### src/rtl/encoder4to2_seq.sv
// Sequential 4-to-2 encoder: captures one-hot request pulses as pending lines and
// serializes them as 2-bit codes on a valid/ready output, fixed-priority or round-robin.
module encoder4to2_seq #(
  parameter bit RR = 1'b0
) (
  input  logic       clk,
  input  logic       rst_n,
  input  logic [3:0] din,
  input  logic       en,
  output logic [1:0] dout,
  output logic       valid,
  input  logic       ready,
  output logic       merge,
  output logic       busy
);

  localparam int unsigned N_LINES = 4;
  localparam int unsigned IDX_W   = 2;

  logic [N_LINES-1:0] r_pending;
  logic [IDX_W-1:0]   r_last;

  logic               w_load;
  logic               w_found;
  logic [IDX_W-1:0]   w_base;
  logic [IDX_W-1:0]   w_idx;
  logic [IDX_W-1:0]   w_sel;
  logic [IDX_W-1:0]   w_code;
  logic [N_LINES-1:0] w_req;
  logic [N_LINES-1:0] w_clr;
  logic [N_LINES-1:0] w_pending_nxt;
  logic               w_merge_nxt;

  // Fixed priority is a round-robin scan that always starts after line 3.
  always_comb begin
    w_base  = RR ? r_last : IDX_W'(N_LINES - 1);
    w_sel   = '0;
    w_idx   = '0;
    w_found = 1'b0;
    for (int k = 1; k <= int'(N_LINES); k++) begin
      w_idx = IDX_W'(w_base + IDX_W'(k));
      if (!w_found && r_pending[w_idx]) begin
        w_sel   = w_idx;
        w_found = 1'b1;
      end
    end
  end

  assign w_load        = (!valid || ready) && (|r_pending);
  assign w_req         = din & {N_LINES{en}};
  assign w_clr         = w_load ? (N_LINES'(1) << w_sel) : '0;
  assign w_pending_nxt = (r_pending & ~w_clr) | w_req;
  assign w_merge_nxt   = |(w_req & r_pending & ~w_clr);
  // Bit-swapped index so the 2-to-4 decoder regenerates the original line.
  assign w_code        = {w_sel[0], w_sel[1]};
  assign busy          = (|r_pending) | valid;

  always_ff @(posedge clk) begin
    if (!rst_n) begin
      r_pending <= '0;
      r_last    <= IDX_W'(N_LINES - 1);
      dout      <= '0;
      valid     <= 1'b0;
      merge     <= 1'b0;
    end else begin
      r_pending <= w_pending_nxt;
      merge     <= w_merge_nxt;
      if (w_load) begin
        dout  <= w_code;
        valid <= 1'b1;
        if (RR) begin
          r_last <= w_sel;
        end
      end else if (valid && ready) begin
        valid <= 1'b0;
      end
    end
  end

endmodule

### config.mk
export PLATFORM = sky130hd
export DESIGN_NAME = encoder4to2_seq
export DESIGN_NICKNAME = d
export VERILOG_FILES = /design/src/rtl/encoder4to2_seq.sv
export SDC_FILE = /design/constraint.sdc
export NUM_CORES = 1
export LEC_CHECK = 0
export CORE_AREA = 8 8 45 47
export CTS_BUF_LIST = sky130_fd_sc_hd__clkbuf_4 sky130_fd_sc_hd__clkbuf_8 sky130_fd_sc_hd__clkbuf_16
export DETAILED_ROUTE_END_ITERATION = 16
export DIE_AREA = 0 0 53 55
export SLEW_MARGIN = 20
export SYNTH_ARGS = -nofsm -noshare
export SYNTH_HDL_FRONTEND = slang
export SYNTH_SLANG_ARGS = --single-unit
### constraint.sdc
create_clock -name clk -period 1.4 [get_ports clk]
set_input_delay 0.21 -clock clk [delete_from_list [all_inputs] [get_ports clk]]
set_output_delay 0.21 -clock clk [all_outputs]
set_load 0.05 [all_outputs]
* Yosys cells after proc, flatten, opt, wreduce, memory -nomap -nowiden *
Index checks and enable logic that the tools add are counted.

storage, ports and cells
  bits in registers = 8
  RAM bits = 0
  memories = 0
  logic and storage cells = 34
  latch bits = 0
  bits in read-only memories = 0

operators by class
  multiply operators = 0
  bitwise logic cells = 7
  shift operators = 1
  magnitude comparators = 0
  divide/modulo/power cells = 0
  mux-type cells = 9
  add/sub/neg operators = 0
  reductions and logical operators = 13
  eq/ne operators = 0

operator list
  kind                                                               count
  4-bit bitwise AND                                                  4
  4-bit OR reduction                                                 2
  1-bit two-way mux                                                  6
  1-bit logical AND                                                  5
  1-bit logical NOT                                                  4
  2-bit two-way mux                                                  2
  4-bit two-way mux                                                  1
  4-bit NOT                                                          1
  4-bit bitwise OR                                                   1
  1-bit by 2-bit left shift with 4-bit output, first input constant  1
  2-bit nonzero test                                                 1
  1-bit logical OR                                                   1
  1-bit bitwise OR                                                   1

* Longest topological paths before layout *
Gate-level depths: netlist of the first run.

  depth in word-level cells = 15
  gate-level depth with buffers = 5
  mapped depth without buffers = 4

* Worst setup path before layout of the first run *
No wires, ideal clock.

  path type = register to register
  start = register valid
  end = register merge
  stages on the path, launching flop included = 6
  slack = 17 ps
  data arrival time = 1308 ps
  period minus slack after synthesis = 1383 ps
  buffers on the path = 1
  cell sequence = dfxtp_1 > nor2b_4 > buf_6 > and3_4 > a311oi_1 > o22ai_1

between the ends
  word-level cells in the longest chain between the ends = 7

RTL lines
  element                 line  RTL
  from (decl)             11    output logic valid,
  from (signal assigned)  63    valid <= 1'b0;
  from (signal assigned)  70    valid <= 1'b1;
  from (signal assigned)  75    valid <= 1'b0;
  1-bit logical NOT       49    assign w_load = (!valid || ready) && (|r_pending);
  1-bit logical OR        49
  1-bit logical AND       49
  4-bit two-way mux       51    assign w_clr = w_load ? (N_LINES'(1) << w_sel) : '0;
  4-bit NOT               53    assign w_merge_nxt = |(w_req & r_pending & ~w_clr);
  4-bit bitwise AND       53
  4-bit OR reduction      53
  to (signal assigned)    67    merge <= w_merge_nxt;
  to (decl)               13    output logic merge,

Every way passes these cells.
A chain may end at the register's enable or synchronous reset.

* Worst setup path after layout of the first run *
  start = register r_pending[0]
  end = output busy

between the ends
  word-level cells in the longest chain between the ends = 2

RTL lines
  element                 line  RTL
  from (decl)             20    logic [N_LINES-1:0] r_pending;
  from (signal assigned)  66    r_pending <= w_pending_nxt;
  4-bit OR reduction      56    assign busy = (|r_pending) | valid;
  1-bit bitwise OR        56
  to (decl)               14    output logic busy

Every way passes these cells.

==> qor.txt, run 1 <==
run status: complete, no violations
hold path cells: 1
post-layout net count: 63
routed wire length: 861 um
Util after Layout: 0.430
Req. time, crit path: 1.19 ns
routing usage on met3: 0.0535
gr ovfl total: 0
YS warnings: 0
Via density: 4.97
met1 GRT Util: 0.0670
FMAX: 0.752 GHz
Clock Tree Buf Depth: 2
crit path kind: register to primary output
worst path buffer plus inverter count: 1
WL/cell: 12.5 um
Post-Place Cells: 66
Die W: 53 um
clk sinks: 8
Setup crit end kind: primary output
non-filler instance count after layout: 69
initial DRC count: 3
largest net degree at the start of global routing: 10
layout cell share with drive strength beyond 1: 0.340
fin area: 596 um2
# IOs: 13
Yosys cell types: 24
die footprint: 0.00292 mm2
Lkg Pwr: 0.241 nW
Via Count: 343
Top delay family on crit path: flip-flops
GRT busiest layer: met2
Post-Syn Instances: 38
post-CTS setup repair buffer count: 0
PD cells: 1060 mW/mm2
crit path max fanout: 6
Final period util: 0.950
RePlAce Congestion: 0.763
final hold viol count: 0
Max stage delay on crit path: 0.37 ns
CP startpoint kind: register
Core ar.: 0.00138 mm2
RSZ-0062 raised after global routing: false
vias in the first global route: 318
Mean Syn Cell Area: 10.0 um2
total power draw: 0.000633 W
die height: 55 um
Post-synth EDFFs: 0
most frequent cell after synthesis: dfxtp_1
DRT Pass-1 Iters: 2
Post-Syn Area: 380 um2
CTS tree: built
CP max stage cell: dfxtp_1
relative slew slack: 0.808
Synth top area share: 0.421
main flop type after synthesis: dfxtp_1
Starting Density: 0.275
Post-DP Area: 571 um2
Worst Hold Class: register to register
Residual DRC: 0
maxcap violations: 0
Root Driver: clkbuf_4
setup TNS: 0 ns
Core Rows: 14
Crit path depth: 3
Seq cells post-synth: 8
global routing usage on met2: 0.0938
Worst Path Arrival: 1.12 ns
Skew-Pair Late Insertion Delay: 0.26 ns
syn nets: 46
top post-synthesis cells by area: dfxtp_1 42%, o221a_2 5.9%, a22oi_1 3.9%, nand2b_4 3.6%, nor2b_4 3.6%
Final setup viols: 0
Max VDD drop: 0.292 mV
post-synth top area cell: dfxtp_1
R2R cell count: 4
CTS clk-pin slew, worst paths: 0.05 ns
DRT antenna net count: 0
ANT cells: 0
ys async rst share: 0
CTS H-Tree Depth: 1
Worst Max-Slew Pin Slew: 0.287 ns
Synth top cells by count: 8 x dfxtp_1, 3 x nand2_1
Seq/Total Area, Yosys: 0.421
Slew Viols, Final: 0
initial antenna violation count: 0
Final Skew: 0.00270 ns
fin crit period: 1.33 ns
total track usage: 0.0662
DP Wirelength: 657 um
IO Port Bufs: 12
CP cell instances: nor2_4 > nand3b_1 > buf_12
first-pass GRT wire length: 1360 um
CTS Buf Count: 3
synth-to-layout area growth: 56.6%
==> timing repair <==
item                       CTS  global route
hold buffers                 0             0
resized for setup            0             1
setup endpoints to repair    0             1
==> kinds of logic (layout without fill, tap and decap cells) <==
kind of cell,count (synthesis),after routing,synth area share
flops,8,8,0.421
compound gates,14,14,0.283
simple gates,13,13,0.247
buf+inv,3,18,0.0493
==> per-stage QoR <==
stage / hold WS, ns / setup slack (ns)
2_1_floorplan: 0.349 / 0.0171
3_3_place_gp: 0.502 / -0.00960
3_5_place_dp: 0.501 / -0.0506
4_1_cts: 0.515 / 0.0240
5_1_grt: 0.558 / 0.00630
6_report: 0.528 / 0.0702
==> state kept, by name, summed over array words and instances, names as in the netlist <==
register and count:
valid 1, dout 2, merge 1, r_pending 4
==> path summary, 6_finish.rpt <==
kind	slack [ns]	endpoint	start
worst max-delay path	0.07	busy	r_pending[0]$_SDFF_PN0_
worst min-delay path	0.53	valid$_SDFFE_PN0P_	r_pending[3]$_SDFF_PN0_
worst max register to register	0.25	merge$_SDFF_PN0_	valid$_SDFFE_PN0P_
worst min register to register	0.53	valid$_SDFFE_PN0P_	r_pending[3]$_SDFF_PN0_
==> routing by layer <==
metal | share of wire | routed length (um)
met4 | 0.015 | 13
met5 | 0 | 0
met1 | 0.41 | 352
met2 | 0.47 | 405
met3 | 0.10 | 90
==> cell type report <==
cell class              count  area, um2
clock buffers               3       22.5
repair buffers             14        185
well taps                  16       20.0
fillers                   136        788
multi-input cells          27        204
flip-flops and latches      8        160
inverters                   1       3.75
==> power by group <==
group | switching (W) | internal, W
Sequential | 0.0000195 | 0.000244
Clock | 0.0000798 | 0.0000982
Combinational | 0.0000895 | 0.000103
Total | 0.000189 | 0.000445
==> cells in the final DEF, fill, tap and decap left out, types with 2 or more instances in the layout <==
master,instances
clkdlybuf4s50_1,7
dfxtp_1,8
a22oi_1,2
buf_12,5
nor2b_1,2
nand2_1,3
a21oi_1,2
buf_4,2
clkbuf_4,3
o221a_2,2
Power figures use the tool's default switching activity.
==> run 2: changes to the inputs <==
- clock period: 1.4 -> 1.7 ns (I/O delays scaled with it)
==> qor.txt, run 2 (synthesized netlist as in run 1, its figures left out) <==
Layout fillers: 143 (was 136)
commonest non-fill, non-tap cell in the layout: dfxtp_1 (unchanged)
Max stage delay on crit path: 0.38 ns (was 0.37 ns)
Final setup viols: 0 (unchanged)
met1 GRT Util: 0.0744 (was 0.0670)
Die W: 53 um (unchanged)
Lkg Pwr: 0.217 nW (was 0.241 nW)
CTS tree: built (unchanged)
Gate power share: 0.280 (was 0.303)
Residual DRC: 0 (unchanged)
Worst Path Arrival: 1.13 ns (was 1.12 ns)
most frequent cells in the layout: 8 x dfxtp_1, 7 x clkdlybuf4s50_1, 4 x buf_4 (was 8 x dfxtp_1, 7 x clkdlybuf4s50_1, 5 x buf_12)
fin crit period: 1.38 ns
WL/cell: 14.0 um (was 12.5 um)
routing usage on met3: 0.0241 (was 0.0535)
number of hold buffers added after CTS: 0 (unchanged)
max FFs per register: 4 (unchanged)
initial DRC count: 1 (was 3)
crit path kind: register to primary output (unchanged)
Core ar.: 0.00138 mm2 (unchanged)
Cell Int Power: 0.000343 W (was 0.000445 W)
RePlAce Congestion: 0.705 (was 0.763)
maxcap violations: 0 (unchanged)
hold path cells: 1 (unchanged)
Via Count: 335 (was 343)
clk sinks: 8 (unchanged)
CP startpoint kind: register (unchanged)
Via density: 5.00 (was 4.97)
relative slew slack: 0.802 (was 0.808)
initial antenna violation count: 0 (unchanged)
synth-to-layout area growth: 38.8% (was 56.6%)
worst path buffer plus inverter count: 1 (unchanged)
routed wire length: 939 um (was 861 um)
Hold Path Origin: r_pending[3]$_SDFF_PN0_ (unchanged)
P_sw: 0.000145 W (was 0.000189 W)
Core Rows: 14 (unchanged)
R2R Path End: merge$_SDFF_PN0_ (unchanged)
Skew-Pair Late Insertion Delay: 0.25 ns (was 0.26 ns)
Setup crit end kind: primary output (unchanged)
run status: complete, no violations (unchanged)
Final period util: 0.813
Hold EP: valid$_SDFFE_PN0P_ (unchanged)
crit path max fanout: 6 (unchanged)
biggest regs: r_pending (4), dout (2) (unchanged)
gr ovfl total: 0 (unchanged)
DRT antenna net count: 0 (unchanged)
Worst Max-Slew Pin Slew: 0.295 ns (was 0.287 ns)
Worst Hold Class: register to register (unchanged)
R2R Path Start: r_pending[0]$_SDFF_PN0_ (was valid$_SDFFE_PN0P_)
GRT busiest layer: met2 (unchanged)
global routing usage on met2: 0.105 (was 0.0938)
Post-CTS Resized: 0 (unchanged)
Slew Viols, Final: 0 (unchanged)
first-pass GRT wire length: 1470 um (was 1360 um)
# IOs: 13 (unchanged)
Max VDD drop: 0.229 mV (was 0.292 mV)
IO Port Bufs: 12 (unchanged)
FMAX: 0.723 GHz
post-layout net count: 61 (was 63)
die footprint: 0.00292 mm2 (unchanged)
total power draw: 0.000488 W (was 0.000633 W)
vias in the first global route: 320 (was 318)
ANT cells: 0 (unchanged)
R2R cell count: 4 (unchanged)
Sw Share: 0.296 (was 0.298)
CTS clk-pin slew, worst paths: 0.05 ns (about the same)
total track usage: 0.0694 (was 0.0662)
setup TNS: 0 ns (unchanged)
PD cells: 924 mW/mm2 (was 1060 mW/mm2)
die height: 55 um (unchanged)
FF-to-FF setup slack: 0.54 ns (was 0.25 ns)
Root Driver: clkbuf_4 (unchanged)
clock share of power: 0.285 (was 0.281)
register share of total power: 0.435 (was 0.416)
final hold viol count: 0 (unchanged)
Top delay family on crit path: flip-flops (unchanged)
CP max stage cell: dfxtp_1 (unchanged)
Req. time, crit path: 1.44 ns (was 1.19 ns)
CP cell instances: nor2_4 > nand3b_1 > buf_12 (unchanged)
Final Skew: 0.00306 ns (was 0.00270 ns)
register name with the most flops: r_pending (unchanged)
RSZ-0062 raised after global routing: false (unchanged)
Starting Density: 0.275 (unchanged)
layout cell share with drive strength beyond 1: 0.294 (was 0.340)
Critical path origin: r_pending[0]$_SDFF_PN0_ (unchanged)
Clock Tree Buf Depth: 2 (unchanged)
largest net degree at the start of global routing: 10 (unchanged)
CTS H-Tree Depth: 1 (unchanged)
post-CTS setup repair buffer count: 0 (unchanged)
CTS Buf Count: 3 (unchanged)
DRT Pass-1 Iters: 2 (unchanged)
run 2: cell types whose count changed in the layout (fill, tap and decap cells not counted), sizes merged:
cell / change
buf: -2
run 2: worst max-delay path by stage:
stage	endpoint	slack (ns)	cells past startpoint
floorplan	merge$_SDFF_PN0_	0.32	5
global placement	merge$_SDFF_PN0_	0.18	5
detailed placement	merge$_SDFF_PN0_	0.17	5
CTS	busy	0.30	3
global route	busy	0.22	3
finish	busy	0.32	3
run 2: final cells by class:
type / count / area (um2) / share of cell area
clock buffers: 3 / 22.5 / 0.0427
inverters: 1 / 3.75 / 0.00711
multi-input cells: 27 / 201 / 0.382
flip-flops and latches: 8 / 160 / 0.303
well taps: 16 / 20.0 / 0.0379
repair buffers: 12 / 120 / 0.227
run 2: power groups by stage:
stage | combinational (W) | sequential [W] | clock [W]
floorplan | 0.0000585 | 0.000241 | 0
global placement | 0.000136 | 0.000215 | 0
detailed placement | 0.000137 | 0.000216 | 0
CTS | 0.000138 | 0.000212 | 0.000146
global route | 0.000145 | 0.000214 | 0.000155
finish | 0.000137 | 0.000212 | 0.000139
run 2: stage by stage:
step                      cells   util  cell area [um2]  hold slack (ns)  worst slack (ns)
after CTS                    67  0.382              528            0.523             0.300
after floorplan              38      -              380            0.394             0.317
after detailed placement     64  0.365              505            0.512             0.174
after global placement       64  0.365              505            0.495             0.184
after global routing         67  0.382              528            0.542             0.225
final                        67  0.382              528            0.517             0.318
run 2: metal layers:
layer | vias up | share of wire
met3 | 2 | 0.085
met2 | 9 | 0.46
met4 | 0 | 0.014
met5 | - | 0
met1 | 156 | 0.44
li1 | 168 | -
==> run 3: changes to the inputs <==
- clock period: 1.7 -> 1.2 ns (I/O delays scaled with it)
==> qor.txt, run 3 (synthesized netlist as in run 1, its figures left out) <==
DRT Pass-1 Iters: 2 (unchanged)
initial DRC count: 5 (was 1)
Root Driver: clkbuf_4 (unchanged)
Starting Density: 0.275 (unchanged)
crit path kind: register to primary output (unchanged)
clk sinks: 8 (unchanged)
Req. time, crit path: 1.02 ns (was 1.44 ns)
CTS clk-pin slew, worst paths: 0.06 ns (was 0.05 ns)
biggest regs: r_pending (4), dout (2) (unchanged)
Final setup viols: 0 (unchanged)
most frequent cells in the layout: 7 x clkdlybuf4s50_1, 6 x buf_4, 5 x buf_12 (was 8 x dfxtp_1, 7 x clkdlybuf4s50_1, 4 x buf_4)
gr ovfl total: 0 (unchanged)
layout cell share with drive strength beyond 1: 0.483 (was 0.294)
vias in the first global route: 322 (was 320)
CP cell instances: nor2_4 > nand3b_1 > buf_12 (unchanged)
final hold viol count: 0 (unchanged)
# IOs: 13 (unchanged)
fin crit period: 1.19 ns
ANT cells: 0 (unchanged)
total track usage: 0.0689 (was 0.0694)
DRT antenna net count: 0 (unchanged)
Worst Path Arrival: 1.01 ns (was 1.13 ns)
Max stage delay on crit path: 0.35 ns (was 0.38 ns)
Core Rows: 14 (unchanged)
Skew-Pair Late Insertion Delay: 0.26 ns (was 0.25 ns)
Final Skew: 0.00478 ns (was 0.00306 ns)
Setup crit end kind: primary output (unchanged)
run status: complete, no violations (unchanged)
CP startpoint kind: register (unchanged)
register name with the most flops: r_pending (unchanged)
RePlAce Congestion: 0.668 (was 0.705)
CTS Buf Count: 3 (unchanged)
R2R cell count: 5 (was 4)
CTS tree: built (unchanged)
WL/cell: 12.7 um (was 14.0 um)
IO Port Bufs: 12 (unchanged)
Worst Max-Slew Pin Slew: 0.263 ns (was 0.295 ns)
Final period util: 0.995
Util after Layout: 0.476 (was 0.382)
crit path max fanout: 2 (was 6)
Die W: 53 um (unchanged)
Lkg Pwr: 0.271 nW (was 0.217 nW)
Via density: 4.84 (was 5.00)
synth-to-layout area growth: 73.4% (was 38.8%)
CTS H-Tree Depth: 1 (unchanged)
RSZ-0062 raised after global routing: true (was false)
commonest non-fill, non-tap cell in the layout: clkdlybuf4s50_1 (was dfxtp_1)
routed wire length: 942 um (was 939 um)
max FFs per register: 4 (unchanged)
Post-DP Area: 567 um2 (was 505 um2)
maxcap violations: 0 (unchanged)
fin area: 659 um2 (was 528 um2)
initial antenna violation count: 0 (unchanged)
hold path cells: 3 (was 1)
Via Count: 358 (was 335)
Slew Viols, Final: 0 (unchanged)
largest net degree at the start of global routing: 10 (unchanged)
CP max stage cell: dfxtp_4 (was dfxtp_1)
post-layout net count: 67 (was 61)
die height: 55 um (unchanged)
FMAX: 0.838 GHz
DP Wirelength: 653 um
total power draw: 0.000789 W (was 0.000488 W)
Worst Hold Class: input port to register (was register to register)
Max VDD drop: 0.472 mV (was 0.229 mV)
first-pass GRT wire length: 1340 um (was 1470 um)
die footprint: 0.00292 mm2 (unchanged)
relative slew slack: 0.824 (was 0.802)
PD cells: 1200 mW/mm2 (was 924 mW/mm2)
Residual DRC: 0 (unchanged)
Clock Tree Buf Depth: 2 (unchanged)
Core ar.: 0.00138 mm2 (unchanged)
[run 3: changes by cell type in the layout (fill, tap and decap cells not counted), moves of 2 or more]
cell / before / now
dfxtp_4: 0 / 4
buf_12: 1 / 5
buf_4: 4 / 6
dfxtp_1: 8 / 4
[run 3: critical path: cells and delay by family (launching register included)]
family	cells	cell delay (ns)
flip-flops	1	0.35
AND/OR/NAND/NOR	2	0.24
buffers and inverters	1	0.17
[run 3: area by class of cell]
class / instances / area, um2
timing repair buffer: 18 / 215
clock buffer: 4 / 30.0
tap: 16 / 20.0
sequential: 8 / 175
multi-input combinational: 27 / 215
fill: 136 / 724
inverter: 1 / 3.75
[run 3: metal layers]
layer  up-vias  wire length, um  GRT usage
li1        180                -          -
met5         -                0          0
met2        12              450     0.0918
met1       164              375     0.0669
met3         2               79     0.0455
met4         0               36     0.0776
[run 3: per-stage QoR]
step	setup WS (ns)	cells	TNS [ns]	hold WS [ns]
final	0.00641	74	0	0.516
after global routing	-0.0449	74	-0.0449	0.523
after CTS	-0.0100	73	-0.0100	0.508
after detailed placement	-0.217	65	-0.727	0.516
after global placement	-0.228	65	-0.689	0.503
after floorplan	-0.0402	38	-0.0402	0.319
[run 3: what timing repair did]
action	in CTS	in global routing
endpoints found under the setup margin	1	2
pin swaps	3	2
hold buffers	0	0
gates resized for setup	7	2
buffers inserted	4	1
[run 3: path summary, 6_finish.rpt]
check	startpoint	end	slack, ns
max	r_pending[1]$_SDFF_PN0_	busy	0.006
min	din[3]	r_pending[3]$_SDFF_PN0_	0.52
max reg2reg	r_pending[1]$_SDFF_PN0_	merge$_SDFF_PN0_	0.05
min reg2reg	r_pending[3]$_SDFF_PN0_	valid$_SDFFE_PN0P_	0.59
[run 3: power breakdown]
part | switching, W | leakage, nW | internal [W]
registers | 0.0000194 | 0.0685 | 0.000282
logic | 0.000113 | 0.184 | 0.000133
clock network | 0.0000927 | 0.0184 | 0.000150
